`src/rtl/sprite_compositor.sv`:
```
// sprite_compositor: NUM_SPR colour-keyed sprite channels over a maze layer.
// The pipeline is three stages: address generation, then memory return, then
// selection into registered RGB.
// Optional build macro SPRITE_COLLIDE_EN adds the per-frame collision
// accumulator. Without it, collide is tied to 0. Colour output is the same in
// both builds.

module sprite_compositor #(
    parameter int          NUM_SPR   = 4,
    parameter int          SPR_DIM   = 26,
    parameter int          ADDR_W    = 12,
    parameter int          H_ACTIVE  = 405,
    parameter logic [23:0] KEY_COLOR = 24'h000000,
    parameter logic [23:0] BG_COLOR  = 24'h47B7AE
) (
    input  logic                      Clk,
    input  logic                      Reset_n,
    input  logic                      blank,
    input  logic [9:0]                DrawX,
    input  logic [9:0]                DrawY,
    input  logic                      bg_on,
    input  logic [NUM_SPR-1:0]        spr_en,
    input  logic [10*NUM_SPR-1:0]     spr_x,
    input  logic [10*NUM_SPR-1:0]     spr_y,
    input  logic [ADDR_W*NUM_SPR-1:0] spr_base,
    output logic [ADDR_W*NUM_SPR-1:0] spr_addr,
    input  logic [24*NUM_SPR-1:0]     spr_data,
    output logic [7:0]                Red,
    output logic [7:0]                Green,
    output logic [7:0]                Blue,
    output logic [NUM_SPR-1:0]        collide
);

    // Per-pixel control word carried alongside the sprite memory latency
    typedef struct packed {
        logic               blank;
        logic               bg;
        logic               play;
        logic               fs;
        logic [NUM_SPR-1:0] hit;
    } ctl_t;

    logic [NUM_SPR-1:0]        hit_d;
    logic [ADDR_W*NUM_SPR-1:0] spr_addr_d, spr_addr_q;
    ctl_t                      s1_d, s1_q, s2_d, s2_q;
    logic [NUM_SPR-1:0]        opaque;
    logic [23:0]               rgb_d, rgb_q;

    // Stage 0 per channel. A pixel left of or above the sprite gives a negative
    // offset. That offset wraps to a large unsigned value, so it misses.
    for (genvar i = 0; i < NUM_SPR; i++) begin : g_ch
        logic [9:0] dx, dy;
        assign dx       = DrawX - spr_x[10*i +: 10];
        assign dy       = DrawY - spr_y[10*i +: 10];
        assign hit_d[i] = spr_en[i] & (dx < 10'(SPR_DIM)) & (dy < 10'(SPR_DIM));
        // Address is produced even on a miss; stage 2 ignores the data then
        assign spr_addr_d[ADDR_W*i +: ADDR_W] = spr_base[ADDR_W*i +: ADDR_W]
                                              + ADDR_W'(dy) * ADDR_W'(SPR_DIM)
                                              + ADDR_W'(dx);
    end

    // Control pipeline: stage-0 terms into stage 1, stage 1 into stage 2
    always_comb begin
        s1_d       = '0;
        s1_d.blank = blank;
        s1_d.bg    = bg_on;
        s1_d.play  = (DrawX < 10'(H_ACTIVE));
        s1_d.fs    = (DrawX == 10'd0) && (DrawY == 10'd0);
        s1_d.hit   = hit_d;
        s2_d       = s1_q;
    end

    // Stage 2: spr_data is aligned with s2_q; lowest opaque index wins
    always_comb begin
        opaque = '0;
        for (int i = 0; i < NUM_SPR; i++)
            opaque[i] = s2_q.hit[i] & (spr_data[24*i +: 24] != KEY_COLOR);
        rgb_d = s2_q.bg ? BG_COLOR : 24'h000000;
        for (int i = NUM_SPR - 1; i >= 0; i--)
            if (opaque[i]) rgb_d = spr_data[24*i +: 24];
        if (!s2_q.blank || !s2_q.play) rgb_d = 24'h000000;
    end

    // Pipeline and output registers
    always_ff @(posedge Clk or negedge Reset_n) begin
        if (!Reset_n) begin
            spr_addr_q <= '0;
            s1_q       <= '0;
            s2_q       <= '0;
            rgb_q      <= '0;
        end else begin
            spr_addr_q <= spr_addr_d;
            s1_q       <= s1_d;
            s2_q       <= s2_d;
            rgb_q      <= rgb_d;
        end
    end

    assign spr_addr           = spr_addr_q;
    assign {Red, Green, Blue} = rgb_q;

`ifdef SPRITE_COLLIDE_EN
    logic [NUM_SPR-1:0] set_t, acc_d, acc_q, collide_d, collide_q;

    // Collect overlaps for the frame. Publish them on the frame-start pixel.
    always_comb begin
        set_t = '0;
        for (int i = 1; i < NUM_SPR; i++)
            set_t[i] = opaque[0] & opaque[i] & s2_q.blank & s2_q.play;
        acc_d     = acc_q | set_t;
        collide_d = collide_q;
        if (s2_q.fs) begin
            collide_d = acc_q | set_t;
            acc_d     = '0;
        end
    end

    // Collision state registers
    always_ff @(posedge Clk or negedge Reset_n) begin
        if (!Reset_n) begin
            acc_q     <= '0;
            collide_q <= '0;
        end else begin
            acc_q     <= acc_d;
            collide_q <= collide_d;
        end
    end

    assign collide = collide_q;
`else
    logic unused_fs;
    assign unused_fs = s2_q.fs;
    assign collide   = '0;
`endif

endmodule

```
`config.mk`:
```
export PLATFORM = sky130hd
export DESIGN_NAME = sprite_compositor
export DESIGN_NICKNAME = d
export VERILOG_FILES = /design/src/rtl/sprite_compositor.sv
export SDC_FILE = /design/constraint.sdc
export NUM_CORES = 1
export LEC_CHECK = 0
export CAP_MARGIN = 10
export CORE_UTILIZATION = 30
export DETAILED_ROUTE_END_ITERATION = 10
export SYNTH_ARGS = -nofsm -noshare
export SYNTH_HDL_FRONTEND = slang
export SYNTH_SLANG_ARGS = --single-unit
```
`constraint.sdc`:
```
create_clock -name Clk -period 4.1 [get_ports Clk]
set_input_delay 0.41 -clock Clk [delete_from_list [all_inputs] [get_ports Clk]]
set_output_delay 0.41 -clock Clk [all_outputs]
set_load 0.05 [all_outputs]
```
==> reports/metrics.csv, run 1 <==
stage,metric,value,unit
placement,place.detailed.hpwl,36.53,mm
die,fp.coreArea,40010,um^2
synthesis,netlist_area_before_placement,12230,um^2
pwr,totalPowerFinal,23000,uW
pwr,vdd_drop_max,1628,uV
clock_network,hold_fix_buffers_cts,0,
synthesis,synth-edff-count,0,
status,outcome,finished with violations,
critical_path,endpoint_kind,register,
pwr,power_density,1105,nW/um^2
synthesis,synth-async-reset-ratio,1.000,
timing,slew_headroom,0.4340,
clock_network,clk_latency,380,ps
clock_network,clock_pin_slew_reported_for_the_worst_setup_and_hold_paths_after_clock_tree_synthesis,70,ps
detailed_routing,route.final.wire_length,44.78,mm
global_routing,gr_usage_total,0.2148,
clock_network,htree_levels,3,
timing,final_hold_viol_count,0,
critical_path,worst-path-max-fanout,4,
global_routing,grt_overflow_total,0,
timing,timing_max_transition_violations_final,0,
synthesis,synth_cell_types,70,
timing,setup_violations,15,
critical_path,rr_endpoint,rgb_q[0],
final_layout,areaGrowthSynthToFinish,70.07,%
synthesis,post_synth_main_area_contributors,"ha_1 (20%), dfrtp_1 (18%), fa_1 (12%), inv_1 (9.3%), xnor2_1 (6.9%)",
die,placement_rows,73,
synthesis,postSynthAreaPerCell,8.536,um^2
clock_network,cts-root-to-sink-buffers,2,
synthesis,most_used_dff_post_synth,dfrtp_1,
die,pin_count,328,
detailed_routing,dr.pass1.iters,7,
clock_network,cts_tree,yes,
critical_path,setup.worst_path.class,input pin to register,
timing,clock.fmax,0.2149,GHz
die,design.die.area,41580,um^2
final_layout,fraction_of_layout_instances_using_a_drive_strength_above_1,0.3069,
critical_path,r2r-start,s2_q[7],
die,floorplan.die.width,203.9,um
status,failed_checks,setup timing,
timing,worst_slew_pin_slew,849.0,ps
global_routing,first_global_vias,13130,
placement,post-place-cells,2542,
critical_path,ff2ff_path_depth,3,
global_routing,wire_length_of_the_first_global_routing_pass,68.43,mm
synthesis,synth_warnings,0,
synthesis,synth.ff_latch_count,86,
detailed_routing,route.detailed.wl_per_inst,17.08,um
detailed_routing,antenna_violating_nets_post_route,0,
detailed_routing,num_vias,12730,
critical_path,cp_data_required_time,4350,ps
timing,setup_repair_after_global_routing_missed_its_margin,yes,
worst_hold_path,worst_hold_path_type,input pin to asynchronous set/reset pin,
die,floorplan.initialDensity,0.3057,
critical_path,worstSetupStartpoint,DrawY[0],
timing,post-route-period-util,1.135,
global_routing,number_of_antenna_violations_at_the_first_check_in_global_routing,5,
critical_path,setup_slack_on_the_worst_flop_to_flop_path,1870,ps
pwr,static-leakage-power,0.009707,uW
synthesis,yosysTopAreaCellShare,0.2046,
placement,gp_congestion,1.053,
synthesis,seq_area_frac_synth,0.1759,
clock_network,ctsRootBufferMaster,clkbuf_16,
synthesis,number_of_standard_cells_after_synthesis,1433,
critical_path,worst_ep_arrival_time,4910,ps
timing,timing.final.crit_period,4653,ps
global_routing,grt_max_degree,55,
critical_path,worst_setup_path_start_kind,input pin,
detailed_routing,route.detailed.vias_per_inst,4.853,
clock_network,cts_num_sinks,86,
timing,clock_skew,4.192,ps
timing,setup_slack,-553.3,ps
placement,place.port_buffers,323,
final_layout,nets,2614,
detailed_routing,first_iter_violations,670,
synthesis,synth_top_area_cell,ha_1,
flow_run,cap_viol_max_count,0,
final_layout,non_filler_instances,2622,
die,die_h,203.9,um
detailed_routing,route.detailed.drc,0,
clock_network,cts_buffers,9,
==> routing by layer <==
metal / routed length [um] / up-vias / global-route usage
li1: - / 6166 / -
met1: 18100 / 5997 / 0.2469
met2: 22440 / 471 / 0.3916
met3: 2661 / 89 / 0.04273
met4: 1549 / 2 / 0.07573
met5: 17 / - / 0
==> cell usage in the layout (no fill, tap or decap), types with 21 or more instances in the layout <==
master and n:
ha_1 131, clkdlybuf4s50_1 301, nor4_1 28, fa_1 66, xnor2_2 21, nor3_1 23, a21oi_1 26, inv_2 54
a21oi_2 23, nor2_1 57, buf_4 314, xor2_1 36, buf_6 21, o211ai_1 30, o21ai_0 56, ha_4 67
a21o_1 24, nand2_1 71, inv_1 244, xnor2_1 67, dfrtp_1 86
==> repair_timing <==
action	4_1_cts	5_1_grt
endpoints found under the setup margin	26	25
gates resized for setup	157	135
buffers inserted	57	18
pin swaps	96	118
==> synth_stat cells (20+ instances only) <==
cell / n
dfrtp_1: 86
nor3_1: 29
nor2_1: 70
a21o_1: 25
nor2b_1: 20
o21ai_0: 72
nand2_1: 78
xnor2_1: 96
ha_1: 200
nor4_1: 31
inv_1: 302
xor2_1: 40
a31oi_1: 20
a21oi_1: 49
fa_1: 72
o211ai_1: 30
==> sequential cells by signal, summed over array words and instances, names as in the netlist <==
register	cells
spr_addr	48
rgb_q	24
s1_q	7
s2_q	7
==> logic make-up after synthesis <==
kind of cell | count (synthesis) | share of synthesized area
xor+xnor | 140 | 0.1047
buf+inv | 321 | 0.09994
fa+ha+maj | 272 | 0.3224
compound gates | 297 | 0.1659
mux | 3 | 0.002455
simple gates | 313 | 0.1283
other cells | 1 | 0.0003066
flops | 86 | 0.1759
==> worst max-delay path, cell delays in order <==
cell      delay [ps]
buf_12           110
inv_16            50
buf_6            100
ha_4             130
inv_2             40
fa_2             370
a21o_1           190
a21oi_4          220
buf_4            140
xnor2_1           60
ha_1             270
inv_1             50
fa_1             530
inv_1             70
ha_4             280
nand3_1           70
o211ai_1         240
nor2_1            80
xor2_1           160
fa_1             500
inv_2             40
ha_4             260
nand2_1           50
o21ai_2          140
xnor3_1          320
==> power by group <==
part	internal (uW)	total, uW	switching [uW]
Clock	418	826	408
Combinational	11200	20800	9600
Sequential	1280	1350	69.2
Total	12900	23000	10100
==> worst max-delay path by stage <==
stage | slack [ps] | end | cells after the start
2_1_floorplan | -480 | spr_addr[34] | 22
3_3_place_gp | -1200 | spr_addr[34] | 24
3_5_place_dp | -1330 | spr_addr[34] | 24
4_1_cts | -560 | spr_addr[34] | 24
5_1_grt | -750 | spr_addr[47] | 26
6_report | -550 | spr_addr[11] | 25
==> stage by stage <==
stage / worst slack (ps) / cell area (um^2) / utilization / hold WS (ps) / TNS [ps]
final: -553.3 / 20800 / 0.5200 / 93.14 / -5550
after global routing: -749.1 / 20800 / 0.5199 / 132.7 / -8723
after CTS: -558.5 / 20190 / 0.5046 / 111.8 / -6600
after detailed placement: -1330 / 18730 / 0.4681 / 337.8 / -26240
after global placement: -1202 / 18730 / 0.4681 / 337.0 / -24430
after floorplan: -477.2 / 12810 / - / 114.4 / -4114
==> cell type report <==
| cell class | count | area, um^2 |
|---|---|---|
| antenna | 2 | 5.005 |
| clock buffer | 9 | 225.2 |
| clock inverter | 7 | 57.56 |
| fill | 3717 | 19200 |
| inverter | 302 | 1159 |
| multi-input combinational | 1029 | 10630 |
| sequential | 86 | 2152 |
| tap | 525 | 656.9 |
| timing repair buffer | 662 | 5918 |
Note: power is estimated with default switching activity, not from simulation.
==> run 2: changes to the inputs <==
--- a/config.mk
+++ b/config.mk
@@ -5,7 +5,7 @@
 export SDC_FILE = /design/constraint.sdc
 export NUM_CORES = 1
 export LEC_CHECK = 0
-export CAP_MARGIN = 10
+export ABC_CLOCK_PERIOD_IN_PS = 4100
 export CORE_UTILIZATION = 30
 export DETAILED_ROUTE_END_ITERATION = 10
 export SYNTH_ARGS = -nofsm -noshare
==> results of run 2 <==
Final layout, timing and power as in run 1 (identical DEF).
==> run 3: changes to the inputs <==
--- a/config.mk
+++ b/config.mk
@@ -8,6 +8,7 @@
 export ABC_CLOCK_PERIOD_IN_PS = 4100
 export CORE_UTILIZATION = 30
 export DETAILED_ROUTE_END_ITERATION = 10
+export DONT_BUFFER_PORTS = 1
 export SYNTH_ARGS = -nofsm -noshare
 export SYNTH_HDL_FRONTEND = slang
 export SYNTH_SLANG_ARGS = --single-unit
==> run 3 against run 2 <==
Compared with the run above: the flow still finishes with violations (setup timing); global-route usage down 1.5 points; largest cell class unchanged; utilization down 11 points; first-iteration DRC count up 31%; count of clock-buffer cells in the layout up 1; die area unchanged; routed wire length down 6.0%; design area down 22%; sequential share of layout area up 2.9 points; clock skew up 11 ps.
==> reports/metrics.csv, run 3 (same netlist as run 1, synthesis figures left out) <==
stage,metric,value,unit,change
status,outcome,finished with violations,,
status,failed_checks,setup timing,,
timing,timing.final.crit_period,4411,ps,-242.0 ps
critical_path,r2r-start,s2_q[3],,
critical_path,worst_ep_arrival_time,4720,ps,-190 ps
die,floorplan.die.width,203.9,um,unchanged
detailed_routing,route.detailed.wl_per_inst,19.28,um,+13%
flow_run,cap_viol_max_count,0,,unchanged
final_layout,areaGrowthSynthToFinish,32.75,%,
critical_path,rr_endpoint,rgb_q[0],,
critical_path,worst_setup_path_start_kind,input pin,,
final_layout,layout.filler_cells,3947,,+6.2%
clock_network,clk_latency,380,ps,about the same
worst_hold_path,hold-path-endpoint,s1_q[7],,
final_layout,mostFrequentLayoutCell,inv_1,,
die,placement_rows,73,,unchanged
placement,place.port_buffers,0,,-100%
clock_network,cts_buffers,9,,unchanged
die,pin_count,328,,unchanged
timing,slew_headroom,0.2475,,-0.1865
final_layout,nets,2175,,-17%
timing,timing_max_transition_violations_final,0,,unchanged
detailed_routing,dr.pass1.iters,5,,-2
global_routing,grt_overflow_total,0,,unchanged
timing,final.setup.tns,-2348,ps,+3201 ps
critical_path,setup_slack_on_the_worst_flop_to_flop_path,1790,ps,-80 ps
critical_path,worst-path-max-fanout,4,,unchanged
clock_network,cts_num_sinks,86,,unchanged
clock_network,cts-root-to-sink-buffers,2,,unchanged
timing,worst_slew_pin_slew,1121,ps,+272.2 ps
clock_network,cts_tree,yes,,
placement,place.detailed.hpwl,34.11,mm,-6.6%
clock_network,htree_levels,3,,unchanged
global_routing,gr_usage_total,0.2001,,-0.01475
detailed_routing,route.detailed.drc,0,,unchanged
final_layout,layout_common_cells,"inv_1 (270), buf_4 (206), ha_1 (154)",,
final_layout,fraction_of_layout_instances_using_a_drive_strength_above_1,0.2723,,-0.03458
die,floorplan.initialDensity,0.3057,,unchanged
global_routing,first_global_vias,11350,,-14%
critical_path,setup.worst_path.class,input pin to register,,
detailed_routing,first_iter_violations,876,,+31%
critical_path,endpoint_kind,register,,
die,design.die.area,41580,um^2,unchanged
worst_hold_path,hold-path-cell-count,0,,
global_routing,grt_max_degree,87,,+58%
detailed_routing,num_vias,11020,,-13%
detailed_routing,antenna_violating_nets_post_route,0,,unchanged
critical_path,cp_data_required_time,4410,ps,+60 ps
detailed_routing,route.detailed.vias_per_inst,5.049,,+4.0%
timing,clock_skew,15.19,ps,+11.00 ps
timing,setup_violations,13,,-2
detailed_routing,route.final.wire_length,42.07,mm,-6.0%
timing,fin_worst_hold_slack,57.68,ps,-35.46 ps
clock_network,clock_pin_slew_reported_for_the_worst_setup_and_hold_paths_after_clock_tree_synthesis,70,ps,about the same
placement,post-place-ws,-702.3,ps,+627.8 ps
worst_hold_path,worst_hold_path_type,input pin to register,,
timing,setup_repair_after_global_routing_missed_its_margin,yes,,
die,fp.coreArea,40010,um^2,unchanged
clock_network,ctsRootBufferMaster,clkbuf_16,,
critical_path,ff2ff_path_depth,4,,+1
timing,post-route-period-util,1.076,,-0.05902
global_routing,number_of_antenna_violations_at_the_first_check_in_global_routing,4,,-1
timing,setup_slack,-311.3,ps,+242.0 ps
final_layout,largest_reg_flops,48,,unchanged
die,die_h,203.9,um,unchanged
worst_hold_path,min-delay-start,blank,,
global_routing,wire_length_of_the_first_global_routing_pass,61.80,mm,-9.7%
placement,gp_congestion,0.8631,,-18%
timing,final_hold_viol_count,0,,unchanged
timing,clock.fmax,0.2267,GHz,+5.5%
-- run 3: worst max-delay path: stages --
cell,delay [ps]
clkinv_16,40
buf_12,90
ha_4,130
inv_2,30
fa_2,330
a21o_1,210
a21oi_2,220
xnor2_1,150
ha_2,300
fa_1,510
ha_4,320
buf_6,120
nand3_2,70
o211ai_1,140
nor2_1,90
xor2_1,190
fa_1,540
inv_2,50
ha_4,150
or4_4,520
nand4_1,80
-- run 3: layer usage --
layer	track usage	vias to the layer above	wire length [um]
met2	0.3688	425	20920
li1	-	5261	-
met5	0	-	28
met3	0.05548	86	3201
met4	0.08485	4	1639
met1	0.2115	5240	16280
-- run 3: cell type report --
cell class,count,area [um^2],area share
Inverter,302,1165,0.07174
Clock buffer,10,239.0,0.01472
Sequential cell,86,2152,0.1325
Multi-Input combinational cell,1029,10190,0.6277
Antenna cell,1,2.502,0.0001541
Clock inverter,6,51.30,0.003159
Tap cell,525,656.9,0.04045
Timing Repair Buffer,223,1779,0.1096
-- run 3: metrics by stage --
step / cells / utilization / cell area, um^2
finish: 2182 / 0.4059 / 16240
global route: 2182 / 0.4059 / 16240
CTS: 2171 / 0.3885 / 15540
detailed placement: 2141 / 0.3724 / 14900
global placement: 2141 / 0.3724 / 14900
floorplan: 1436 / - / 12810
-- run 3: what timing repair did --
action / in CTS / in global routing
endpoints found under the hold margin: 86 / 0
pin swaps: 36 / 72
gates cloned: 0 / 0
setup buffers: 12 / 14
hold buffers: 2 / 0
resized for setup: 39 / 121
endpoints found under the setup margin: 15 / 18
-- run 3: worst max path at each step --
| stage | end | slack [ps] | depth (start not counted) | start |
|---|---|---|---|---|
| after floorplan | spr_addr[34] | -480 | 22 | DrawY[0] |
| after global placement | spr_addr[47] | -680 | 21 | DrawY[0] |
| after detailed placement | spr_addr[47] | -700 | 21 | DrawY[0] |
| after CTS | spr_addr[34] | -260 | 22 | DrawY[0] |
| after global routing | spr_addr[23] | -500 | 23 | DrawY[0] |
| final | spr_addr[46] | -310 | 21 | DrawY[0] |
Power of run 3 is not shown: default switching activity piles up to over one toggle a cycle in this logic, so the estimate is an artifact.
